[config.mk]
export PLATFORM = sky130hd
export DESIGN_NAME = gcd_lcm_coproc
export DESIGN_NICKNAME = d
export VERILOG_FILES = /design/src/rtl/gcd_lcm_coproc.sv
export SDC_FILE = /design/constraint.sdc
export NUM_CORES = 1
export LEC_CHECK = 0
export CAP_MARGIN = 20
export CORE_UTILIZATION = 64
export DETAILED_ROUTE_END_ITERATION = 6
export GPL_ROUTABILITY_DRIVEN = 1
export GPL_TIMING_DRIVEN = 0
export PLACE_DENSITY = 0.88
export SLEW_MARGIN = 20
export SYNTH_ARGS = -nofsm -noshare
export SYNTH_HDL_FRONTEND = slang
export SYNTH_SLANG_ARGS = --single-unit
[constraint.sdc]
create_clock -name clk -period 9.5 [get_ports clk]
set_input_delay 0.95 -clock clk [delete_from_list [all_inputs] [get_ports clk]]
set_output_delay 0.95 -clock clk [all_outputs]
set_load 0.03 [all_outputs]
[src/rtl/gcd_lcm_coproc.sv]
// Iterative GCD/LCM coprocessor: subtractive GCD, additive LCM with overflow
// detection, start/busy/done handshake and a step counter.
module gcd_lcm_coproc #(
  parameter int WIDTH = 32,
  parameter int CNT_W = WIDTH + 1
) (
  input  logic             clk,
  input  logic             reset,
  input  logic             start,
  input  logic             mode,
  input  logic [WIDTH-1:0] op_a,
  input  logic [WIDTH-1:0] op_b,
  output logic             busy,
  output logic             done,
  output logic [WIDTH-1:0] result,
  output logic             err,
  output logic [CNT_W-1:0] steps
);

  typedef enum logic [1:0] {IDLE, RUN, DONE} state_t;

  state_t           state;
  logic [WIDTH-1:0] x, y, a_r, b_r;
  logic             mode_r;

  logic             x_lt_y;
  logic [WIDTH-1:0] lcm_src, lcm_add;
  logic [WIDTH:0]   lcm_sum;

  // LCM advances whichever running multiple is smaller; the extra sum bit is the overflow carry.
  always_comb begin
    x_lt_y  = (x < y);
    lcm_src = x_lt_y ? x : y;
    lcm_add = x_lt_y ? a_r : b_r;
    lcm_sum = {1'b0, lcm_src} + {1'b0, lcm_add};
  end

  assign busy = (state != IDLE);
  assign done = (state == DONE);

  always_ff @(posedge clk or negedge reset) begin
    if (!reset) begin
      state  <= IDLE;
      x      <= '0;
      y      <= '0;
      a_r    <= '0;
      b_r    <= '0;
      mode_r <= 1'b0;
      result <= '0;
      err    <= 1'b0;
      steps  <= '0;
    end else begin
      case (state)
        IDLE: begin
          if (start) begin
            x      <= op_a;
            y      <= op_b;
            a_r    <= op_a;
            b_r    <= op_b;
            mode_r <= mode;
            err    <= 1'b0;
            steps  <= '0;
            if (op_a == '0 || op_b == '0) begin
              result <= mode ? '0 : (op_a | op_b);
              state  <= DONE;
            end else begin
              state <= RUN;
            end
          end
        end
        RUN: begin
          if (x == y) begin
            result <= x;
            state  <= DONE;
          end else if (!mode_r) begin
            if (x > y) x <= x - y;
            else       y <= y - x;
            steps <= steps + CNT_W'(1);
          end else begin
            steps <= steps + CNT_W'(1);
            if (lcm_sum[WIDTH]) begin
              result <= '0;
              err    <= 1'b1;
              state  <= DONE;
            end else if (x_lt_y) begin
              x <= lcm_sum[WIDTH-1:0];
            end else begin
              y <= lcm_sum[WIDTH-1:0];
            end
          end
        end
        DONE:    state <= IDLE;
        default: state <= IDLE;
      endcase
    end
  end

endmodule

==> reports/results.ini <==
[clocking]
clockRootBuffer = clkbuf_16
htree_levels = 4
clock-sinks = 197
post_cts_buffers = 0
hold_buffers = 0
clock_path_buffers = 2
cts_made_buffers = 17
cts_resized = 0
cts_tree = yes
path_clk_slew_ps = 80
clk_latency_ps = 470

[layout]
syn_to_final_growth_pct = 15.8
multi_input_area_um2 = 9740
drive_above_1_share_pct = 6.35
instances_no_fill = 2493
fin_nets = 2328
antenna_cells = 0
fillers = 1704
regArea_um2 = 4930

[sta]
clock.fmax_ghz = 0.129
period_needed_ps = 7770
max_slew.worst_pin.slew_ps = 1230
final-hold-violation-count = 0
post-route-period-util_pct = 81.8
rsz0062_at_grt = no
setup_slack_ps = 1730
max_slew_margin_pct = 17.8
finClkSkew_ps = 21.3
maxSlewViolCount = 0
setup_viol = 0

[yosys]
yosys.area_share.adder_pct = 8.14
synth_common_cells = 406 x nand2_1, 197 x dfrtp_1, 186 x o21ai_0
yosysMostFrequentCell = nand2_1
synth-main-ff-cell = dfrtp_1
synth_compound_area_share_pct = 23.1
avgSynthCellArea_um2 = 7.73
yosys_register_bits = 197
syn_area_um2 = 15500
yosysTopAreaCell = dfrtp_1
syn_nets = 2172
synth_edf_count = 0
synth_top_family_by_area = compound AO/OA/AOI/OAI gates
yosys_warnings = 0
synth-xor-area-share_pct = 5.43
yosys.area_share.simple_pct = 22.7
ys_types = 78
synthCells = 2005
yosysSeqAreaShare_pct = 31.8
ys_top_cells_by_area = dfrtp_1 32%, nand2_1 9.8%, ha_1 7.8%
synth_top_area_share_pct = 31.8
synthMuxAreaShare_pct = 3.54
async_reset_ff_share_pct = 100

[flow_run]
drv_cap = 0

[floorplanning]
die_w_um = 158
die_area_um2 = 24800
core_area_um2 = 23600
ios = 136
die_h_um = 158
start_util_pct = 65.6
rows = 56

[status]
status = finished, violations left
violations = DRC

[setup_path]
r2r_setup_slack_ps = 1730
critical_path_class = reg -> reg
cp.arrival_ps = 8070
crit_start = x[0]
worst_r2r_endpoint = y[12]
critPathLaunchType = flop
worstPathMaxFanout = 10
endpoint = y[12]
end_kind = flop
regToRegStartpoint = x[0]
worstPathRequired_ps = 9810
worst-r2r-cell-count = 25

[route]
drt_iter0_markers = 3144
routed_wl_um = 65700
wl_per_cell_um = 26.4
dr.pass1.iters = 7
routed_via_density = 7.01
vias = 17500
detail-route-antenna-nets = 0
drc = 3

[place]
globalplace.congestion = 1.13
place_inst = 2461
dp_hpwl_um = 47900
numPortBuffers = 135
post-place-ws_ps = 2510

[global_routing]
grt_antenna_before_repair = 2
grt_pass1_wl_um = 97300
gr-total-overflow = 0
track_usage_pct = 53.7
grt_start_max_net_pins = 91
grt_pass1_vias = 16700

[min_path]
min_path_type = in -> async

## cells by family after synthesis
| family | after synthesis |
|---|---|
| simple gates | 797 |
| compound gates | 562 |
| xor+xnor | 96 |
| mux | 50 |
| fa+ha+maj | 99 |
| flops | 197 |
| buf+inv | 204 |
## how the worst min path moves through the flow
stage	to	from	slack, ps	depth (start not counted)
2_1_floorplan	b_r[0]	b_r[0]	440	2
3_3_place_gp	b_r[16]	b_r[16]	450	2
3_5_place_dp	b_r[25]	b_r[25]	460	2
4_1_cts	y[5]	reset	330	1
5_1_grt	steps[25]	reset	330	1
6_report	steps[25]	reset	310	1
## placed cells by master (no fill, tap or decap), types with 17 or more instances in the layout
cell type	instances
nor2_1	170
nor4_1	23
a21oi_1	107
a21o_1	38
buf_2	31
mux2_2	39
o21ai_0	186
clkbuf_16	17
nand2_1	406
nand4_1	29
ha_1	96
inv_1	87
nand2b_1	21
xor2_1	45
a211oi_1	24
a31oi_1	47
nand3_1	42
xnor2_1	51
o31ai_1	21
o211ai_1	18
and3_1	18
clkbuf_1	71
clkdlybuf4s50_1	134
dfrtp_1	197
nor3_1	23
## cell type report
cell class,count,area share (%)
multi-input cells,1604,54.3
flip-flops and latches,197,27.5
repair buffers,137,7.87
plain buffers,117,2.81
clock buffers,17,2.37
well taps,319,2.22
inverters,87,1.82
clock inverters,15,1.14
## per-layer routing
metal / routed length (um) / share of wire [%] / global-route usage (%) / vias up
li1: - / - / - / 7366
met1: 22900 / 35 / 64.9 / 8092
met2: 26700 / 41 / 77.5 / 1592
met3: 10700 / 16 / 21.7 / 420
met4: 5390 / 8.2 / 37.9 / 0
met5: 0 / 0 / 0.828 / -
## metrics by stage
| step | utilization, % | setup TNS, ps | hold slack [ps] | cell area, um^2 |
|---|---|---|---|---|
| 2_1_floorplan | - | 0 | 440 | 15500 |
| 3_3_place_gp | 73.0 | -135170 | 453 | 17200 |
| 3_5_place_dp | 73.3 | 0 | 458 | 17300 |
| 4_1_cts | 76.0 | 0 | 330 | 17900 |
| 5_1_grt | 76.0 | 0 | 332 | 17900 |
| 6_report | 76.0 | 0 | 314 | 17900 |
## registers in the layout (all words and copies together) (netlist names)
signal and flops:
x 32, state 2, a_r 32, steps 33, err 1, mode_r 1
result 32, b_r 32, y 32
## worst max-delay path, stage by stage (launching register included)
cell       delay, ps
dfrtp_1          440
inv_1             90
ha_1             210
fa_1             410
nand2b_1         200
a211oi_1         420
o21bai_1         170
a21o_1           270
nand3_4          180
clkbuf_1         520
clkbuf_1         790
nand2_1          140
o21ai_0          130
ha_1             230
inv_1             80
fa_1             430
nor2b_1          200
o2111ai_1        250
a21oi_1          320
o2111ai_2        280
a21oi_2          330
o311ai_1         170
o211ai_1         170
buf_2            370
buf_2            550
o21ai_0          240
Power is left out: the tool's default activity adds up to more than one toggle a clock period on the data nets, which glitch-free logic cannot reach.
